**src/rtl/multdiv_iter.sv**
```systemverilog
// multdiv_iter: iterative signed multiply/divide unit for the execute stage.
// Multiply is radix-2 shift-add and divide is restoring division. Both work on
// operand magnitudes, take one bit per cycle, and apply signs at completion.
// Every operation takes WIDTH+1 edges from start to result.
// Optional feature: define MULTDIV_REMAINDER_EN to add the data_remainder
// output and its register.
module multdiv_iter #(
  parameter int WIDTH = 32,
  parameter int CNT_W = $clog2(WIDTH + 1)
) (
  input  logic                    clock,
  input  logic                    reset,
  input  logic signed [WIDTH-1:0] data_operandA,
  input  logic signed [WIDTH-1:0] data_operandB,
  input  logic                    ctrl_MULT,
  input  logic                    ctrl_DIV,
  input  logic                    ctrl_FLUSH,
  output logic [WIDTH-1:0]        data_result,
  output logic                    data_exception,
  output logic                    data_resultRDY,
  output logic                    busy
`ifdef MULTDIV_REMAINDER_EN
  ,
  output logic [WIDTH-1:0]        data_remainder
`endif
);

  typedef enum logic [1:0] {IDLE, MUL, DIV, DONE} state_t;

  localparam logic signed [WIDTH-1:0] MIN_VAL = {1'b1, {(WIDTH-1){1'b0}}};

  state_t                  state, state_n;
  logic [CNT_W-1:0]        cnt;
  logic signed [WIDTH-1:0] op_a, op_b;
  logic [WIDTH-1:0]        mag_m;   // multiplicand or divisor magnitude
  logic [WIDTH-1:0]        hi, lo;  // {product} for MUL, {remainder, quotient} for DIV
  logic                    start, start_mul, running, iter, finish, neg;
  logic [WIDTH:0]          mul_sum, div_diff;
  logic signed [2*WIDTH-1:0] prod_s;

  // Magnitude of a two's-complement value. MIN maps to 2^(WIDTH-1), which still fits.
  function automatic logic [WIDTH-1:0] abs_mag(input logic signed [WIDTH-1:0] x);
    return x[WIDTH-1] ? $unsigned(-x) : $unsigned(x);
  endfunction

  // Apply the sign to a magnitude.
  function automatic logic [WIDTH-1:0] apply_sign(input logic [WIDTH-1:0] mag, input logic n);
    return n ? -mag : mag;
  endfunction

  // The product overflows WIDTH bits unless its top WIDTH+1 bits are all equal.
  function automatic logic mul_overflow(input logic signed [2*WIDTH-1:0] p);
    return !((&p[2*WIDTH-1:WIDTH-1]) || !(|p[2*WIDTH-1:WIDTH-1]));
  endfunction

  assign running   = (state == MUL) || (state == DIV);
  assign start     = (ctrl_MULT || ctrl_DIV) && ((state == IDLE) || (state == DONE)) && !ctrl_FLUSH;
  assign start_mul = ctrl_MULT;
  assign iter      = running && (cnt != '0);
  assign finish    = running && (cnt == '0) && !ctrl_FLUSH;
  assign neg       = op_a[WIDTH-1] ^ op_b[WIDTH-1];

  assign mul_sum  = {1'b0, hi} + (lo[0] ? {1'b0, mag_m} : '0);
  assign div_diff = {hi, lo[WIDTH-1]} - {1'b0, mag_m};
  assign prod_s   = neg ? -$signed({hi, lo}) : $signed({hi, lo});

  // Next-state logic: start from IDLE/DONE, finish when the counter is spent; flush wins.
  always_comb begin
    state_n = state;
    unique case (state)
      IDLE, DONE: if (start) state_n = start_mul ? MUL : DIV;
      MUL, DIV:   if (cnt == '0) state_n = DONE;
      default:    state_n = IDLE;
    endcase
    if (ctrl_FLUSH) state_n = IDLE;
  end

  // Control, counter and output registers.
  always_ff @(posedge clock or posedge reset) begin
    if (reset) begin
      state          <= IDLE;
      cnt            <= '0;
      busy           <= 1'b0;
      data_resultRDY <= 1'b0;
      data_result    <= '0;
      data_exception <= 1'b0;
`ifdef MULTDIV_REMAINDER_EN
      data_remainder <= '0;
`endif
    end else begin
      state          <= state_n;
      busy           <= (state_n == MUL) || (state_n == DIV);
      data_resultRDY <= finish;
      if (start)     cnt <= CNT_W'(WIDTH);
      else if (iter) cnt <= cnt - CNT_W'(1);
      if (finish) begin
        if (state == MUL) begin
          data_result    <= prod_s[WIDTH-1:0];
          data_exception <= mul_overflow(prod_s);
`ifdef MULTDIV_REMAINDER_EN
          data_remainder <= '0;
`endif
        end else if (op_b == '0) begin
          data_result    <= '0;
          data_exception <= 1'b1;
`ifdef MULTDIV_REMAINDER_EN
          data_remainder <= op_a;
`endif
        end else if ((op_a == MIN_VAL) && (op_b == '1)) begin
          data_result    <= MIN_VAL;
          data_exception <= 1'b1;
`ifdef MULTDIV_REMAINDER_EN
          data_remainder <= '0;
`endif
        end else begin
          data_result    <= apply_sign(lo, neg);
          data_exception <= 1'b0;
`ifdef MULTDIV_REMAINDER_EN
          data_remainder <= apply_sign(hi, op_a[WIDTH-1]);
`endif
        end
      end
    end
  end

  // Datapath: latch the operands on start, then do one shift-add or restoring step per cycle.
  always_ff @(posedge clock) begin
    if (start) begin
      op_a  <= data_operandA;
      op_b  <= data_operandB;
      mag_m <= start_mul ? abs_mag(data_operandA) : abs_mag(data_operandB);
      hi    <= '0;
      lo    <= start_mul ? abs_mag(data_operandB) : abs_mag(data_operandA);
    end else if (iter) begin
      if (state == MUL) begin
        hi <= mul_sum[WIDTH:1];
        lo <= {mul_sum[0], lo[WIDTH-1:1]};
      end else begin
        hi <= div_diff[WIDTH] ? {hi[WIDTH-2:0], lo[WIDTH-1]} : div_diff[WIDTH-1:0];
        lo <= {lo[WIDTH-2:0], ~div_diff[WIDTH]};
      end
    end
  end

endmodule
```
**config.mk**
```make
export PLATFORM = sky130hd
export DESIGN_NAME = multdiv_iter
export DESIGN_NICKNAME = d
export VERILOG_FILES = /design/src/rtl/multdiv_iter.sv
export SDC_FILE = /design/constraint.sdc
export NUM_CORES = 1
export LEC_CHECK = 0
export CELL_PAD_IN_SITES_DETAIL_PLACEMENT = 2
export CELL_PAD_IN_SITES_GLOBAL_PLACEMENT = 2
export CORE_MARGIN = 2
export CORE_UTILIZATION = 38
export DETAILED_ROUTE_END_ITERATION = 16
export GPL_ROUTABILITY_DRIVEN = 0
export PLACE_DENSITY_LB_ADDON = 0.1
export SETUP_SLACK_MARGIN = 0.2
export SYNTH_ARGS = -nofsm -noshare
export SYNTH_HDL_FRONTEND = slang
export SYNTH_SLANG_ARGS = --single-unit
```
**constraint.sdc**
```tcl
create_clock -name clock -period 6.13 [get_ports clock]
set_input_delay 1.226 -clock clock [delete_from_list [all_inputs] [get_ports clock]]
set_output_delay 1.226 -clock clock [all_outputs]
set_load 0.1 [all_outputs]
```
==> flow_summary.yaml <==
synth:
  seq_area_frac_synth_pct: 36.4
  synth.top_cell.area_share_pct: 25.2
  synth_edf_count: 128
  synth_fa_ha_area_share_pct: 5.92
  yosys.area.top_type: "edfxtp_1"
  ys_ff_latch: 203
  synthCells: 1752
  synthXorXnorAreaFrac_pct: 9.35
  syn_area_um2: 15300
  syn_area_per_cell_um2: 8.71
  mappedNetlistNets: 1892
  yosys_warnings: 0
  synthMuxAreaShare_pct: 3.11
  synth_top_family_by_area: "compound AO/OA/AOI/OAI gates"
  synth_cell_types: 73
  synthFlopType: "edfxtp_1"
  synth_area_leaders: "edfxtp_1 (25%), dfrtp_1 (7.0%), ha_1 (5.7%), xnor2_1 (4.8%), xor2_1 (4.6%)"
  synth_compound_area_share_pct: 22.7
  async_reset_ff_share_pct: 21.2
  synth-simple-area-share_pct: 18.3
placed_design:
  place_area_um2: 16800
  port_buffers: 103
  dp_slack_ns: 1.17
  post-dp-hpwl_mm: 48.0
die:
  die_w_um: 204
  initial_core_util_pct: 38.4
  core_um2: 39700
  ios: 104
  rows: 73
  die_h_um: 204
  die_area_um2: 41800
hold_path:
  hp-class: "flop to flop"
  hold_depth: 2
  hp-start: "data_result[10]$_DFFE_PP0P_"
  hold-path-endpoint: "data_result[10]$_DFFE_PP0P_"
drt:
  wirelength_mm: 62.6
  ant_nets: 0
  drc: 0
  wl_per_cell_um: 26.6
  viasPerCell: 6.19
  drt-pass1-iter-count: 5
  drt_iter0_drc: 869
  vias: 14564
timing:
  finalSetupViolCount: 0
  fin_crit_sh_pct: 75.8
  finalWorstSetupSlack_ns: 1.48
  fin_hold_ws_ns: 0.488
  fin_crit_ns: 4.65
  drv_slew: 0
  fin_skew_ns: 0.0128
  tns_ns: 0
  hold_violations: 0
  grt_setup_unrepaired: "no"
  timing.fmax_mhz: 215
  slew_headroom_pct: 22.4
  tightest_slew_ns: 1.16
power_and_ir_drop:
  seqPwrFrac_pct: 28.1
  p_clk_share_pct: 16.7
  internal_power_mw: 4.80
  cellPowerDensity_nw_per_um2: 540
  leakagePower_nw: 6.61
  p_sw_mw: 4.73
  power.share.switching_pct: 49.6
  ir_worst_vdd_mv: 0.303
  power_frac_comb_pct: 55.2
layout:
  stdcell_area_um2: 17700
  area_growth_pct: 15.6
  drive_above_1_share_pct: 5.09
  final_common_cell: "nor2_1"
  fill_cells: 4321
  antenna_cells: 0
  nets: 1945
  final_cell_mix: "nor2_1 (154), nand2_1 (141), a21oi_1 (134)"
critical_path:
  path_class: "flop to flop"
  rr_startpoint: "lo[0]$_DFFE_PP_"
  ff2ff_setup_slack_ns: 1.48
  crit_path_max_fanout: 30
  cp.arrival_ns: 5.11
  rr_endpoint: "hi[31]$_SDFFE_PP0P_"
  end_kind: "flop"
  critPathRequiredTime_ns: 6.59
  critPathLaunchType: "flop"
  ff2ff_path_depth: 13
global_routing:
  grt_pass1_vias: 15680
  gr-total-overflow: 0
  grt_usage_pct: 30.1
  grt_max_degree: 53
  grt_pass1_wl_mm: 96.6
  antenna_found_initial: 0
clocking:
  ctsResizeCount: 0
  clk_latency_ns: 0.57
  cts_inserted_buffers: 27
  holdBufCountCts: 0
  cts_sinks: 203
  clk_pin_slew_worst_paths_ns: 0.06
  cts_root_buf: "clkbuf_16"
  cts_tree: "built"
  postCtsSetupRepairBufs: 0
  clk_path_buf_depth: 3
  htreeDepth: 1
outcome:
  status: "finished clean"
flow_run:
  max-cap-violations: 0
==> routing by layer <==
layer  track usage [%]  vias to the layer above  routed length (um)
li1                  -                     6700                   -
met1              38.2                     7440               27100
met2              53.5                      325               31400
met3              2.92                       99                1880
met4              9.73                        0                2150
met5                 0                        -                   0
==> cells in the mapped netlist, types with 10 or more instances <==
library cell,instances
nor2_1,156
nand2_1,141
a21oi_1,134
edfxtp_1,128
o21ai_0,125
clkbuf_1,87
xnor2_1,83
xor2_1,80
ha_1,69
inv_1,66
nor3_1,47
dfrtp_1,43
mux2i_1,43
nor4_1,43
o31ai_1,36
nand3_1,35
a21o_1,34
dfxtp_1,32
o221ai_1,31
nand4_1,27
o41ai_1,24
a31oi_1,21
or3_1,21
and3_1,18
o211ai_1,15
a211oi_1,14
a22oi_1,13
nand2b_1,13
buf_1,12
or4_1,12
nor2b_1,11
or2_2,10
==> kinds of logic after synthesis <==
logic type,count (synthesis)
flip-flops,203
adder cells (fa/ha/maj),71
XOR/XNOR,163
multiplexers,47
AO/OA/AOI/OAI,529
buffers and inverters,170
AND/OR/NAND/NOR,569
==> state kept, by name (all words and copies together), names as in the netlist <==
register        count
state               2
lo                 32
op_b               32
data_exception      1
busy                1
data_resultRDY      1
cnt                 6
mag_m              32
op_a               32
data_result        32
hi                 32
==> worst max-delay path, stage by stage, from the launching register on <==
cell	delay, ns
edfxtp_1	0.43
inv_1	0.16
buf_4	0.36
nor2_1	0.15
fa_1	0.47
a211oi_1	0.38
o21ai_0	0.32
a211oi_1	0.31
o21ai_0	0.22
o21ai_0	0.63
o221ai_1	0.36
o311ai_0	0.41
a21oi_1	0.13
a22o_1	0.21
==> power groups by stage <==
stage | Clock (mW) | Combinational, mW | Sequential [mW]
6_report | 1.59 | 5.26 | 2.68
5_1_grt | 1.66 | 5.74 | 2.72
4_1_cts | 1.62 | 5.25 | 2.67
3_5_place_dp | 0 | 5.19 | 2.69
3_3_place_gp | 0 | 5.03 | 2.67
2_1_floorplan | 0 | 3.37 | 2.76
==> worst max path at each step <==
stage	startpoint	endpoint	slack, ns
floorplan	ctrl_FLUSH	lo[22]$_DFFE_PP_	1.0
global placement	data_operandB[4]	lo[26]$_DFFE_PP_	1.30
detailed placement	data_operandB[4]	lo[26]$_DFFE_PP_	1.17
CTS	lo[0]$_DFFE_PP_	hi[31]$_SDFFE_PP0P_	1.48
global route	lo[0]$_DFFE_PP_	hi[31]$_SDFFE_PP0P_	1.08
finish	lo[0]$_DFFE_PP_	hi[31]$_SDFFE_PP0P_	1.48
==> layout make-up <==
| cell class | instances | area [um2] | area share, % |
|---|---|---|---|
| clock buffer | 40 | 787 | 4.46 |
| clock inverter | 10 | 93.8 | 0.532 |
| inverter | 68 | 258 | 1.46 |
| multi-input combinational | 1379 | 9090 | 51.5 |
| sequential | 203 | 5560 | 31.5 |
| tap | 525 | 657 | 3.72 |
| timing repair buffer | 126 | 1200 | 6.82 |
==> through the flow <==
step           utilization, %  cells  total power, mW
5_1_grt                  44.4   2351             10.1
4_1_cts                  44.4   2351             9.54
3_3_place_gp             42.2   2301             7.70
6_report                 44.4   2351             9.53
2_1_floorplan               -   1752             6.12
3_5_place_dp             42.2   2301             7.88
(Power assumes the default switching activity.)
